==> src/rtl/framer_pkg.sv <==
// Shared definitions for the ADC-to-UART framer: FSM state encoding,
// frame length and the 16-byte frame template (marker bytes and the
// positions where the channel snapshots are inserted).
package framer_pkg;

  typedef enum logic [1:0] {
    ST_IDLE = 2'd0,
    ST_LOAD = 2'd1,
    ST_SEND = 2'd2,
    ST_WAIT = 2'd3
  } state_e;

  localparam int unsigned FRAME_LEN = 16;
  localparam int unsigned IDX_W     = 4;

  // Where a frame byte comes from: a fixed marker or a channel nibble/byte.
  typedef enum logic [2:0] {
    SL_CONST = 3'd0,
    SL_C1_HI = 3'd1,
    SL_C1_LO = 3'd2,
    SL_C2_HI = 3'd3,
    SL_C2_LO = 3'd4
  } slot_e;

  typedef struct packed {
    slot_e      slot;
    logic [7:0] mark;
  } tmpl_t;

  // Frame template: FF 00 00 FF c1h c1l FF 00 00 00 00 FF c2h c2l FF 00
  function automatic tmpl_t frame_tmpl(input logic [IDX_W-1:0] idx);
    frame_tmpl = '{slot: SL_CONST, mark: 8'h00};
    case (idx)
      4'd0, 4'd3, 4'd6, 4'd11, 4'd14: frame_tmpl.mark = 8'hFF;
      4'd4:  frame_tmpl.slot = SL_C1_HI;
      4'd5:  frame_tmpl.slot = SL_C1_LO;
      4'd12: frame_tmpl.slot = SL_C2_HI;
      4'd13: frame_tmpl.slot = SL_C2_LO;
      default: ;
    endcase
  endfunction

  // Resolve the template entry at idx against the captured channel values.
  function automatic logic [7:0] frame_byte(input logic [IDX_W-1:0] idx,
                                            input logic [11:0] c1,
                                            input logic [11:0] c2);
    tmpl_t t;
    t = frame_tmpl(idx);
    case (t.slot)
      SL_C1_HI: frame_byte = {4'h0, c1[11:8]};
      SL_C1_LO: frame_byte = c1[7:0];
      SL_C2_HI: frame_byte = {4'h0, c2[11:8]};
      SL_C2_LO: frame_byte = c2[7:0];
      default:  frame_byte = t.mark;
    endcase
  endfunction

endpackage

==> src/rtl/period_timer.sv <==
// Saturating 32-bit up-counter used to pace frames. Counts while en is
// high, holds at TC, and clears whenever en drops. tc is high while the
// count sits at TC, so a caller that cannot leave yet keeps seeing it.
module period_timer #(
  parameter logic [31:0] TC = 32'd99_999_999
) (
  input  logic clk,
  input  logic rst,
  input  logic en,
  output logic tc
);

  logic [31:0] count_q;
  logic [31:0] count_d;

  // Next count: clear when disabled, increment until terminal count.
  always_comb begin
    count_d = count_q;
    if (!en) begin
      count_d = 32'd0;
    end else if (count_q != TC) begin
      count_d = count_q + 32'd1;
    end
  end

  // Count register.
  always_ff @(posedge clk or posedge rst) begin
    if (rst) begin
      count_q <= 32'd0;
    end else begin
      count_q <= count_d;
    end
  end

  assign tc = en && (count_q == TC);

endmodule

==> src/rtl/adc_uart_framer.sv <==
// Periodically snapshots two 12-bit ADC channels and streams them as a
// fixed 16-byte frame over a valid/ready byte interface to a UART TX.
// Optional feature macro FRAMER_ECHO_EN: while idle between frames,
// bytes from the UART RX are echoed back to the transmitter.
//
// state | meaning
// IDLE  | just out of reset, go to LOAD next cycle
// LOAD  | capture channel values, clear byte index
// SEND  | stream frame bytes, one idle cycle after each transfer
// WAIT  | pace until the next period (echo rx bytes if enabled)
module adc_uart_framer
  import framer_pkg::*;
#(
  parameter int CLK_FRE   = 100,
  parameter int PERIOD_MS = 1000
) (
  input  logic        sys_clk,
  input  logic        sys_rst,
  input  logic [15:0] volt_ch1,
  input  logic [15:0] volt_ch2,
  output logic [7:0]  tx_data,
  output logic        tx_data_valid,
  input  logic        tx_data_ready,
  input  logic [7:0]  rx_data,
  input  logic        rx_data_valid,
  output logic        rx_data_ready,
  output logic        frame_busy
);

  localparam logic [31:0] PERIOD_TC = 32'(CLK_FRE * 1000 * PERIOD_MS - 1);
  localparam logic [IDX_W-1:0] LAST_IDX = IDX_W'(FRAME_LEN - 1);

  state_e           state_q, state_d;
  logic [IDX_W-1:0] idx_q, idx_d;
  logic [11:0]      ch1_q, ch1_d;
  logic [11:0]      ch2_q, ch2_d;
  logic [7:0]       tx_data_q, tx_data_d;
  logic             tx_valid_q, tx_valid_d;

  logic wait_en;
  logic period_tc;
  logic tx_fire;
  logic rx_ready;
  logic rx_fire;

  logic unused_volt;
  assign unused_volt = ^{volt_ch1[15:12], volt_ch2[15:12]};

  assign tx_fire = tx_valid_q && tx_data_ready;
  assign wait_en = (state_q == ST_WAIT);

`ifdef FRAMER_ECHO_EN
  // Accept an rx byte only between frames and when the tx slot is free.
  assign rx_ready = (state_q == ST_WAIT) && !tx_valid_q;
  assign rx_fire  = rx_data_valid && rx_ready;
`else
  logic unused_rx;
  assign unused_rx = ^{rx_data, rx_data_valid};
  assign rx_ready  = 1'b0;
  assign rx_fire   = 1'b0;
`endif

  period_timer #(
    .TC (PERIOD_TC)
  ) u_period_timer (
    .clk (sys_clk),
    .rst (sys_rst),
    .en  (wait_en),
    .tc  (period_tc)
  );

  // State register.
  always_ff @(posedge sys_clk or posedge sys_rst) begin
    if (sys_rst) begin
      state_q <= ST_IDLE;
    end else begin
      state_q <= state_d;
    end
  end

  // Next-state logic; a pending or just-accepted echo holds off the next frame.
  always_comb begin
    state_d = state_q;
    case (state_q)
      ST_IDLE: state_d = ST_LOAD;
      ST_LOAD: state_d = ST_SEND;
      ST_SEND: if (tx_fire && (idx_q == LAST_IDX)) state_d = ST_WAIT;
      ST_WAIT: if (period_tc && !tx_valid_q && !rx_fire) state_d = ST_LOAD;
      default: state_d = ST_IDLE;
    endcase
  end

  // Datapath next values: snapshots, byte index and the tx holding register.
  always_comb begin
    idx_d      = idx_q;
    ch1_d      = ch1_q;
    ch2_d      = ch2_q;
    tx_data_d  = tx_data_q;
    tx_valid_d = tx_valid_q;
    case (state_q)
      ST_LOAD: begin
        ch1_d = volt_ch1[11:0];
        ch2_d = volt_ch2[11:0];
        idx_d = '0;
      end
      ST_SEND: begin
        if (tx_fire) begin
          tx_valid_d = 1'b0;
          idx_d      = (idx_q == LAST_IDX) ? '0 : idx_q + 1'b1;
        end else if (!tx_valid_q) begin
          // Reached only on the cycle after a transfer (or on entry), which
          // gives the single idle cycle between bytes.
          tx_valid_d = 1'b1;
          tx_data_d  = frame_byte(idx_q, ch1_q, ch2_q);
        end
      end
      ST_WAIT: begin
        if (tx_fire) begin
          tx_valid_d = 1'b0;
        end else if (rx_fire) begin
          tx_valid_d = 1'b1;
          tx_data_d  = rx_data;
        end
      end
      default: ;
    endcase
  end

  // Datapath registers.
  always_ff @(posedge sys_clk or posedge sys_rst) begin
    if (sys_rst) begin
      idx_q      <= '0;
      ch1_q      <= '0;
      ch2_q      <= '0;
      tx_data_q  <= '0;
      tx_valid_q <= 1'b0;
    end else begin
      idx_q      <= idx_d;
      ch1_q      <= ch1_d;
      ch2_q      <= ch2_d;
      tx_data_q  <= tx_data_d;
      tx_valid_q <= tx_valid_d;
    end
  end

  // Outputs decoded from state and registers.
  always_comb begin
    frame_busy    = (state_q == ST_LOAD) || (state_q == ST_SEND);
    tx_data       = tx_data_q;
    tx_data_valid = tx_valid_q;
    rx_data_ready = rx_ready;
  end

endmodule

==> config.mk <==
export PLATFORM = sky130hd
export DESIGN_NAME = adc_uart_framer
export DESIGN_NICKNAME = d
export VERILOG_FILES = /design/src/rtl/framer_pkg.sv /design/src/rtl/period_timer.sv /design/src/rtl/adc_uart_framer.sv
export SDC_FILE = /design/constraint.sdc
export NUM_CORES = 1
export LEC_CHECK = 0
export ABC_AREA = 0
export CAP_MARGIN = 10
export CORE_MARGIN = 1.5
export CORE_UTILIZATION = 49
export CTS_CLUSTER_SIZE = 30
export DETAILED_ROUTE_END_ITERATION = 10
export PLACE_DENSITY_LB_ADDON = 0.1
export SLEW_MARGIN = 0
export SYNTH_ARGS = -nofsm -noshare
export SYNTH_HDL_FRONTEND = slang
export SYNTH_HIERARCHICAL = 1
export SYNTH_SLANG_ARGS = --single-unit
==> constraint.sdc <==
create_clock -name sys_clk -period 2.3 [get_ports sys_clk]
set_input_delay 0.69 -clock sys_clk [delete_from_list [all_inputs] [get_ports sys_clk]]
set_output_delay 0.69 -clock sys_clk [all_outputs]
set_load 0.01 [all_outputs]
# Word-level counts from Yosys, hierarchy flattened
# Index checks and enable logic that the tools add are counted.
# classes
bitwise_logic	2
n_mux	17
reduce_logical	15
n_eq_ne	23
addsub	2
# op_table
cell	n
$mux W32	2
$add A32 B1 Y32 const B	1
$eq A32 B27 Y1 const B	1
$ne A32 B27 Y1 const B	1
$pmux W8 S4	1
$eq A4 B4 Y1 const B	5
$eq A4 B3 Y1 const B	3
$pmux W3 S4	1
$ne A2 B2 Y1 const B	5
$mux W3	3
$mux W4	2
$mux W8	1
$pmux W2 S4	1
$pmux W4 S2	1
$eq A3 B2 Y1 const B	2
$reduce_and A2 Y1	3
$reduce_or A5 Y1	1
$add A4 B1 Y4 const B	1
$eq A2 B2 Y1 const B	2
$eq A4 B2 Y1 const B	1
$logic_and A1 B1 Y1	4
$logic_not A4 Y1	1
$mux W2	2
$reduce_bool A2 Y1	2
other kinds (10)	12
# word_totals
out_inout_bits	11
regBits	71
in_bits	44
elab_cells	66

# Depth between registers and ports, before layout
# Gate-level depths: netlist of the first run.
# depth
depth_word	7
ltp_mapped	9
mapped_depth_nobuf	9

# Modules after synthesis
# The synthesis of the first run kept the hierarchy.
# modules_own_cells
mod	seq_area_each_um2	area_each_um2	cells_per_inst	n_inst
adc_uart_framer	975.9	1950.6	164	1
period_timer	800.8	1789.2	195	1

# Least setup slack after synthesis of the first run
# OpenSTA, ideal clock, no wires.
# synth_timing
kind	register to register
from	reg u_period_timer.count_q[0]
to	reg state_q[0]
t_required_ns	2.166
path_slack_ns	0.135
arrival_ns	2.032
stages_incl_launch_ff	10
synth_period_minus_slack_ns	2.165
path_cell_list	dfrtp_1 > ha_1 > nand4_2 > nor4_1 > nand2_1 > nor2_1 > nand2b_1 > a21oi_1 > a41oi_1 > mux2i_1
# synth_via
elab_chain_cells	5
# synth_rtl
item	line	rtl
start, declared	period_timer.sv:13	logic [31:0] count_q;
start signal, assigned	period_timer.sv:31	count_q <= count_d;
$eq A32 B27 Y1	period_timer.sv:35	assign tc = en && (count_q == TC);
$logic_and A1 B1 Y1	period_timer.sv:35	
named net period_tc	adc_uart_framer.sv:41	logic period_tc;
$logic_and A1 B1 Y1	adc_uart_framer.sv:88	ST_WAIT: if (period_tc && !tx_valid_q && !rx_fire) state_d = ST_LOAD;
$ne A2 B2 Y1 (no line)	--	
$reduce_and A2 Y1 (no line)	--	
end signal, assigned	adc_uart_framer.sv:77	state_q <= state_d;
end, declared	adc_uart_framer.sv:33	state_e state_q, state_d;
# The timed path passes the listed nets, and every way through them passes these cells.
# A chain may end at the register's enable or synchronous reset.

# Worst setup path after layout of the first run
# layout_timing
from	reg u_period_timer.count_q[0]
to	reg u_period_timer.count_q[28]
# layout_via
elab_chain_cells	3
# layout_rtl
item	line	rtl
$add A32 B1 Y32	period_timer.sv:22	count_d = count_q + 32'd1;
$mux W32	period_timer.sv:21	end else if (count_q != TC) begin
$mux W32	period_timer.sv:19	if (!en) begin
# Several ways; a longest one is shown, not always the timed one. The select of a mux whose other input is x is not followed.

==> summary.txt, run 1 <==
Placed design
  • PortBufs: 36
  • Placed instance area: 4210 sq um
  • Hpwl dp: 5290 um
  • Place WS: 0.103 ns
  • Placer Congestion: 0.768

Floorplanning
  • DIE HEIGHT: 90.4 um
  • Initial core utilization: 51.0%
  • Die X: 90.4 um
  • Core box area: 7330 sq um
  • Site row count: 31
  • Die Footprint: a little over 8000 sq um
  • IO Pins: 55

Synth
  • Syn Std Cell Area: roughly 3700 sq um
  • Yosys top cell area share: 47.5%
  • Largest area contributor in the netlist: dfrtp_1
  • Cell count after synthesis: 359
  • Sequential share of the synthesized area: 47.5%
  • Mean Syn Cell Area: 10.4 sq um
  • Number of synthesized flops with an enable pin: 0
  • Post-synthesis register bit count: between 70 and 80
  • Fraction of registers with async set/reset: 100%
  • YS warnings: 6
  • Ys flop type: dfrtp_1
  • Post-Syn Nets: 412
  • Area contributors post-synth: dfrtp_1 48%, mux2_2 7.2%, mux2i_1 3.7%
  • Distinct cells, synth: 51

Power
  • Leak: 1.95 nW
  • Pwr Density: 566 nW/um^2
  • Peak VDD IR: 0.382 mV

Detailed routing
  • Via-per-instance ratio: 5.62
  • Antenna-violating nets left: 0
  • Vias: 2834
  • Drt wl/cell: 14.9 um
  • Starting DRT DRC Count: between 100 and 150
  • DRT Pass-1 Iters: 4
  • # DRC: 0
  • Final WL: 7510 um

Global routing
  • Total track usage: between 10% and 20%
  • Vias in the first global route: roughly 2800
  • First-pass GRT wire length: ~13000 um
  • Largest net degree at the start of global routing: 40
  • Total gr overflow: 0
  • Initial antenna violation count: 0

Finish
  • Fin util: 60.9%
  • Cell area after layout: 4470 sq um
  • Share of layout cells above drive strength 1: 16.3%
  • # diodes: 0
  • Final #Nets: about 450
  • P&R area growth vs syn: 19.4%

Job
  • Max-Cap Viols: 0

Min path
  • Hold WC Path Type: reg -> reg

STA
  • Max-slew headroom: 54.3%
  • RSZ-0062 raised after global routing: false
  • Min Hold Slack: slightly above 0.5 ns
  • Setup TNS Final: 0 ns
  • Final-report setup violation count: 0
  • Final Max Tran Viols: 0
  • Final Hold Fails: 0
  • Fmax: 465 MHz
  • Final setup slack of the worst path: approximately 0.15 ns
  • Final min period: 2.15 ns
  • Clock Skew: 0.0131 ns
  • Worst Tran Pin Value: ~0.68 ns
  • Final worst-path cycle share: 93.6%

Critical path
  • Critical path cell sequence: ha_1 > nand4_2 > or4_4 > or4_1 > a21oi_1
  • Kind of start point of the critical path: flop
  • WS Path Type: reg -> reg
  • Max incr delay on CP: 0.59 ns
  • Arrival time at the worst endpoint: 2.42 ns
  • Worst path slowest cell: or4_4
  • Crit path required time: 2.57 ns
  • Worst Setup End Kind: flop
  • Max FO, Critical Path: 7

CTS
  • CTS HTree Levels: 3
  • Sink Count: 71
  • CTS tree: built
  • Worst skew pair latency: ~0.35 ns
  • Clk buf depth: 2
  • Worst-path clk slew: approximately 0.080 ns
  • CTS Buf Count: 9
  • Hold Buf Count CTS: 0
  • Clock root buffer: clkbuf_8

Run status
  • Status: finished clean
## area by class of cell
cell class | count | area [sq um]
Fill cell | 621 | 2870
Tap cell | 99 | 124
Sequential cell | 71 | 1780
Clock buffer | 9 | 124
Timing Repair Buffer | 48 | 449
Multi-Input combinational cell | 254 | 1810
Clock inverter | 7 | 120
Inverter | 16 | 60.1
## power breakdown
group	internal, mW	total [mW]	switching (mW)
sequential	1.25	1.25	0.000000000000000143
clock	0.724	1.21	0.484
combinational	0.0410	0.0725	0.0316
total	2.01	2.53	0.515
## routing by layer
metal / global-route usage [%] / up-vias / wire length [um]
li1: - / 1397 / -
met1: 27.2 / 1379 / 3680
met2: 30.7 / 50 / 3400
met3: 3.96 / 8 / 333
met4: 7.14 / 0 / 96
met5: 0 / - / 0
## final timing paths
kind,start,endpoint,slack (ns),depth (start not counted)
min reg2reg,ch2_q[4]$_DFFE_PP0P_,ch2_q[4]$_DFFE_PP0P_,0.51,1
min in group asynchronous,sys_rst,u_period_timer/count_q[14]$_DFFE_PP0P_,0.77,3
max,u_period_timer/count_q[0]$_DFFE_PP0P_,u_period_timer/count_q[28]$_DFFE_PP0P_,0.15,5
max reg2reg,u_period_timer/count_q[0]$_DFFE_PP0P_,u_period_timer/count_q[28]$_DFFE_PP0P_,0.15,5
min,ch2_q[4]$_DFFE_PP0P_,ch2_q[4]$_DFFE_PP0P_,0.51,1
max in group asynchronous,sys_rst,idx_q[3]$_DFFE_PP0P_,1.13,3
## cells in the mapped netlist, drive strengths merged, types with 2 or more instances
cell type / number
inv: 16
a222oi: 3
clkbuf: 5
nor3: 4
xnor2: 5
nand2: 23
nor4: 9
xor2: 2
a211oi: 3
and3: 4
nand2b: 9
a21o: 2
ha: 9
o22a: 4
o21ai: 13
buf: 13
nor4b: 3
dfrtp: 71
nand4: 9
or4: 9
nor2b: 2
mux2: 27
and4: 3
mux2i: 14
nand3b: 3
nor2: 22
o31ai: 9
a31oi: 5
nand3: 14
a21oi: 25
or3: 7
## state kept, by name, summed over array words and instances, names as in the netlist
signal and cells:
state_q 2, u_period_timer/count_q 32, tx_data 8, idx_q 4, ch1_q 12, tx_data_valid 1, ch2_q 12
## placed cells by master (no fill, tap or decap), types with 12 or more instances in the layout
master,netlist,routed
dfrtp_1,71,71
clkdlybuf4s50_1,0,35
buf_4,5,12
o21ai_0,12,12
mux2_2,24,24
mux2i_1,14,14
nand3_1,14,14
inv_1,16,16
nor2_1,22,22
nand2_1,23,23
a21oi_1,25,25
## through the flow
stage          cells  total power, mW
6_report         504             2.53
5_1_grt          504             2.63
4_1_cts          504             2.57
3_3_place_gp     487             1.35
3_5_place_dp     487             1.35
2_1_floorplan    359             1.29
## cells by family after synthesis
logic type / synth area share (%)
adder cells (fa/ha/maj): 3.01
buffers and inverters: 4.32
other: 0.100
AO/OA/AOI/OAI: 12.6
AND/OR/NAND/NOR: 18.6
flip-flops: 47.5
XOR/XNOR: 1.64
multiplexers: 12.2
## worst max-delay path, delay by kind of cell (launching register included)
kind | cells | cell delay (ns)
AO/OA/AOI/OAI | 1 | 0.16
flip-flops | 1 | 0.41
AND/OR/NAND/NOR | 3 | 1.27
adder cells (fa/ha/maj) | 1 | 0.24
## what timing repair did
action,4_1_cts,5_1_grt
endpoints found under the setup margin,1,7
gates resized for setup,1,2
buffers inserted,1,0
Power figures use the tool's default switching activity.
==> run 2, diff against run 1 <==
--- a/config.mk
+++ b/config.mk
@@ -9,10 +9,10 @@
 export CAP_MARGIN = 10
 export CORE_MARGIN = 1.5
 export CORE_UTILIZATION = 49
-export CTS_CLUSTER_SIZE = 30
+export CTS_CLUSTER_SIZE = 40
 export DETAILED_ROUTE_END_ITERATION = 10
 export PLACE_DENSITY_LB_ADDON = 0.1
-export SLEW_MARGIN = 0
+export SLEW_MARGIN = 10
 export SYNTH_ARGS = -nofsm -noshare
 export SYNTH_HDL_FRONTEND = slang
 export SYNTH_HIERARCHICAL = 1
==> results of run 2 <==
Final layout, timing and power as in run 1 (identical DEF).
==> run 3, diff against run 2 <==
--- a/config.mk
+++ b/config.mk
@@ -11,9 +11,8 @@
 export CORE_UTILIZATION = 49
 export CTS_CLUSTER_SIZE = 40
 export DETAILED_ROUTE_END_ITERATION = 10
-export PLACE_DENSITY_LB_ADDON = 0.1
+export PLACE_DENSITY = 0.84
 export SLEW_MARGIN = 10
 export SYNTH_ARGS = -nofsm -noshare
 export SYNTH_HDL_FRONTEND = slang
-export SYNTH_HIERARCHICAL = 1
 export SYNTH_SLANG_ARGS = --single-unit
==> run 3 against run 2 <==
Compared with the run above: register-to-register slack improved by 0.17 ns; die area is 2.6% lower; setup slack better by 0.078 ns; final area shrank 2.8%; highest routed layer unchanged; clock skew is 0.0037 ns lower; area after synthesis shrank 2.7%; critical endpoint is now frame_busy; global-route usage rose by 0.56 points; flip-flop and latch count is the same.
==> summary.txt, run 3 <==
Power
  • Peak VDD IR: 0.246 mV
  • Pwr Density: 543 nW/um^2
  • Leak: 1.99 nW

STA
  • Final worst-path cycle share: 90.2%
  • RSZ-0062 raised after global routing: false
  • Min Hold Slack: about 0.51 ns
  • Final-report setup violation count: 0
  • Final min period: 2.07 ns
  • Final Max Tran Viols: 0
  • Final Hold Fails: 0
  • Fmax: a little under 500 MHz
  • Clock Skew: around 0.0094 ns
  • Worst Tran Pin Value: 0.611 ns
  • Final setup slack of the worst path: 0.225 ns
  • Setup TNS Final: 0 ns
  • Max-slew headroom: around 59%

Synth
  • Syn Std Cell Area: 3640 sq um
  • Post-Syn Nets: about 400
  • XOR/XNOR share of the synthesized area: 4.81%
  • Fraction of registers with async set/reset: between 90% and 100%
  • Proportion of synthesized area in mux cells: 11.8%
  • Number of synthesized flops with an enable pin: 0
  • Post-synthesis register bit count: 71
  • Most common cell in the netlist: dfrtp_1
  • Synth Area in Simple Gates: 19.7%
  • YS warnings: 0
  • Main combinational cell family by area after synthesis: simple AND/OR/NAND/NOR gates
  • Synth Area in Compound Gates: 8.70%
  • Ys flop type: dfrtp_1
  • Largest area contributor in the netlist: dfrtp_1
  • Synth cell count leaders: 71 x dfrtp_1, 32 x mux2_2, 32 x nand2_1, 18 x and2_1, 16 x nand3_1
  • Adder-Cell Fraction of Synth Area: 3.09%
  • Distinct cells, synth: 44
  • Area contributors post-synth: dfrtp_1 49%, mux2_2 9.9%, nand2_1 3.3%
  • Mean Syn Cell Area: about 11 sq um
  • Yosys top cell area share: 48.8%
  • Cell count after synthesis: 346
  • Sequential share of the synthesized area: 48.8%

Critical path
  • Crit path buffers/inverters: 3
  • Kind of start point of the critical path: flop
  • WS Path Type: reg -> out
  • Critical path cell sequence: inv_1 > ha_1 > inv_1 > dlygate4sd2_1
  • Max FO, Critical Path: 2
  • Worst Setup End Kind: output port
  • Crit-path most repeated cell: inv_1
  • Largest delay share family, worst path: buffers and inverters
  • Crit path required time: 1.61 ns
  • Arrival time at the worst endpoint: 1.38 ns
  • Max incr delay on CP: ~0.35 ns
  • Worst path slowest cell: dfrtp_1

Floorplanning
  • Site row count: 31
  • Die Footprint: 7950 sq um
  • IO Pins: 55
  • Die X: between 80 and 90 um
  • Initial core utilization: 50.4%
  • DIE HEIGHT: 89.2 um
  • Core box area: approximately 7200 sq um

Finish
  • Most frequent cells in the layout: 71 x dfrtp_1, 35 x clkdlybuf4s50_1, 32 x nand2_1, 32 x mux2_2, 18 x and2_1
  • Fin util: 60.2%
  • Largest register FFs: 32
  • Biggest regs: u_period_timer.count_q x32, ch1_q x12, ch2_q x12
  • Final Non-Filler Cells: ~490
  • Biggest register: u_period_timer.count_q
  • P&R area growth vs syn: 19.3%
  • Share of layout cells above drive strength 1: 15.8%
  • Final #Nets: 440
  • Most common cell after layout, fill and taps aside: dfrtp_1
  • Fill cell count: 594
  • # diodes: 0

Detailed routing
  • # DRC: 0
  • Starting DRT DRC Count: 113
  • Drt wl/cell: 14.8 um
  • Final WL: 7260 um
  • Vias: 2676
  • Via-per-instance ratio: 5.45
  • DRT Pass-1 Iters: 4
  • Antenna-violating nets left: 0

Job
  • Max-Cap Viols: 0

CTS
  • Worst skew pair latency: 0.36 ns
  • Sink Count: 71
  • CTS Buf Count: 9
  • CTS tree: built
  • CTS HTree Levels: 3
  • Worst-path clk slew: 0.08 ns
  • Clk buf depth: 2
  • Clock root buffer: clkbuf_8

Global routing
  • First-pass GRT wire length: 12200 um
  • Vias in the first global route: 2661
  • Total gr overflow: 0
  • Total track usage: 20.3%
  • Largest net degree at the start of global routing: 72
  • Initial antenna violation count: 0

Placed design
  • Inst Count DP: around 470
  • Placer Congestion: 0.823
  • PortBufs: 36
  • Place WS: 0.259 ns
  • Hpwl dp: about 5000 um

Min path
  • Hold WC Path Type: reg -> reg

Run status
  • Status: finished clean
run 3: what timing repair did:
item,in CTS,in global routing
buffers inserted,1,0
hold buffers,0,0
gates resized for setup,1,0
endpoints found under the setup margin,1,0
run 3: worst paths after layout:
path / end / from / slack [ns] / cells after the start
worst max register to register: u_period_timer.count_q[31]$_DFFE_PP0P_ / u_period_timer.count_q[19]$_DFFE_PP0P_ / 0.32 / 5
min in group asynchronous: ch1_q[7]$_DFFE_PP0P_ / sys_rst / 0.76 / 3
worst min register to register: ch2_q[5]$_DFFE_PP0P_ / ch2_q[5]$_DFFE_PP0P_ / 0.51 / 1
worst max-delay path: frame_busy / state_q[0]$_DFFE_PP0P_ / 0.23 / 4
max in group asynchronous: u_period_timer.count_q[5]$_DFFE_PP0P_ / sys_rst / 1.23 / 3
worst min-delay path: ch2_q[5]$_DFFE_PP0P_ / ch2_q[5]$_DFFE_PP0P_ / 0.51 / 1
run 3: routing by layer:
metal | track usage, % | vias up | share of wire, %
met3 | 3.79 | 17 | 4.7
met2 | 35.2 | 66 | 48
met5 | 0 | - | 0
met4 | 9.51 | 0 | 2.2
li1 | - | 1297 | -
met1 | 24.3 | 1296 | 45
run 3: final cells by class:
class,count,area (sq um),share of cell area (%)
inverter,10,41.3,0.951
sequential,71,1780,40.9
multi-input combinational,250,1760,40.5
tap,99,124,2.85
clock inverter,7,80.1,1.84
timing repair buffer,45,439,10.1
clock buffer,9,124,2.85
run 3: per-stage QoR:
stage / power (mW) / cell area, sq um
2_1_floorplan: 1.29 / 3640
4_1_cts: 2.38 / 4340
6_report: 2.36 / 4340
3_5_place_dp: 1.35 / 4130
3_3_place_gp: 1.35 / 4130
5_1_grt: 2.44 / 4340
run 3: where the power goes:
group | internal (mW) | leakage [nW] | switching (mW)
logic | 0.0426 | 0.928 | 0.0323
registers | 1.25 | 0.968 | 0
clock network | 0.513 | 0.0968 | 0.523
total | 1.80 | 1.99 | 0.556
run 3: logic make-up after synthesis:
group	count (synthesis)
AOI/OAI and AO/OA	50
xor gates and xnor gates	20
adders and majority gates	9
buffers and inverters	25
DFF	71
muxes	39
other	1
and+or+nand+nor	131
run 3: worst reg2reg max path: stages, from the launching register on:
cell,delay [ns]
dfrtp_1,0.47
nand4_1,0.26
nor4_1,0.49
nand2_1,0.12
or4_1,0.42
a21boi_1,0.15
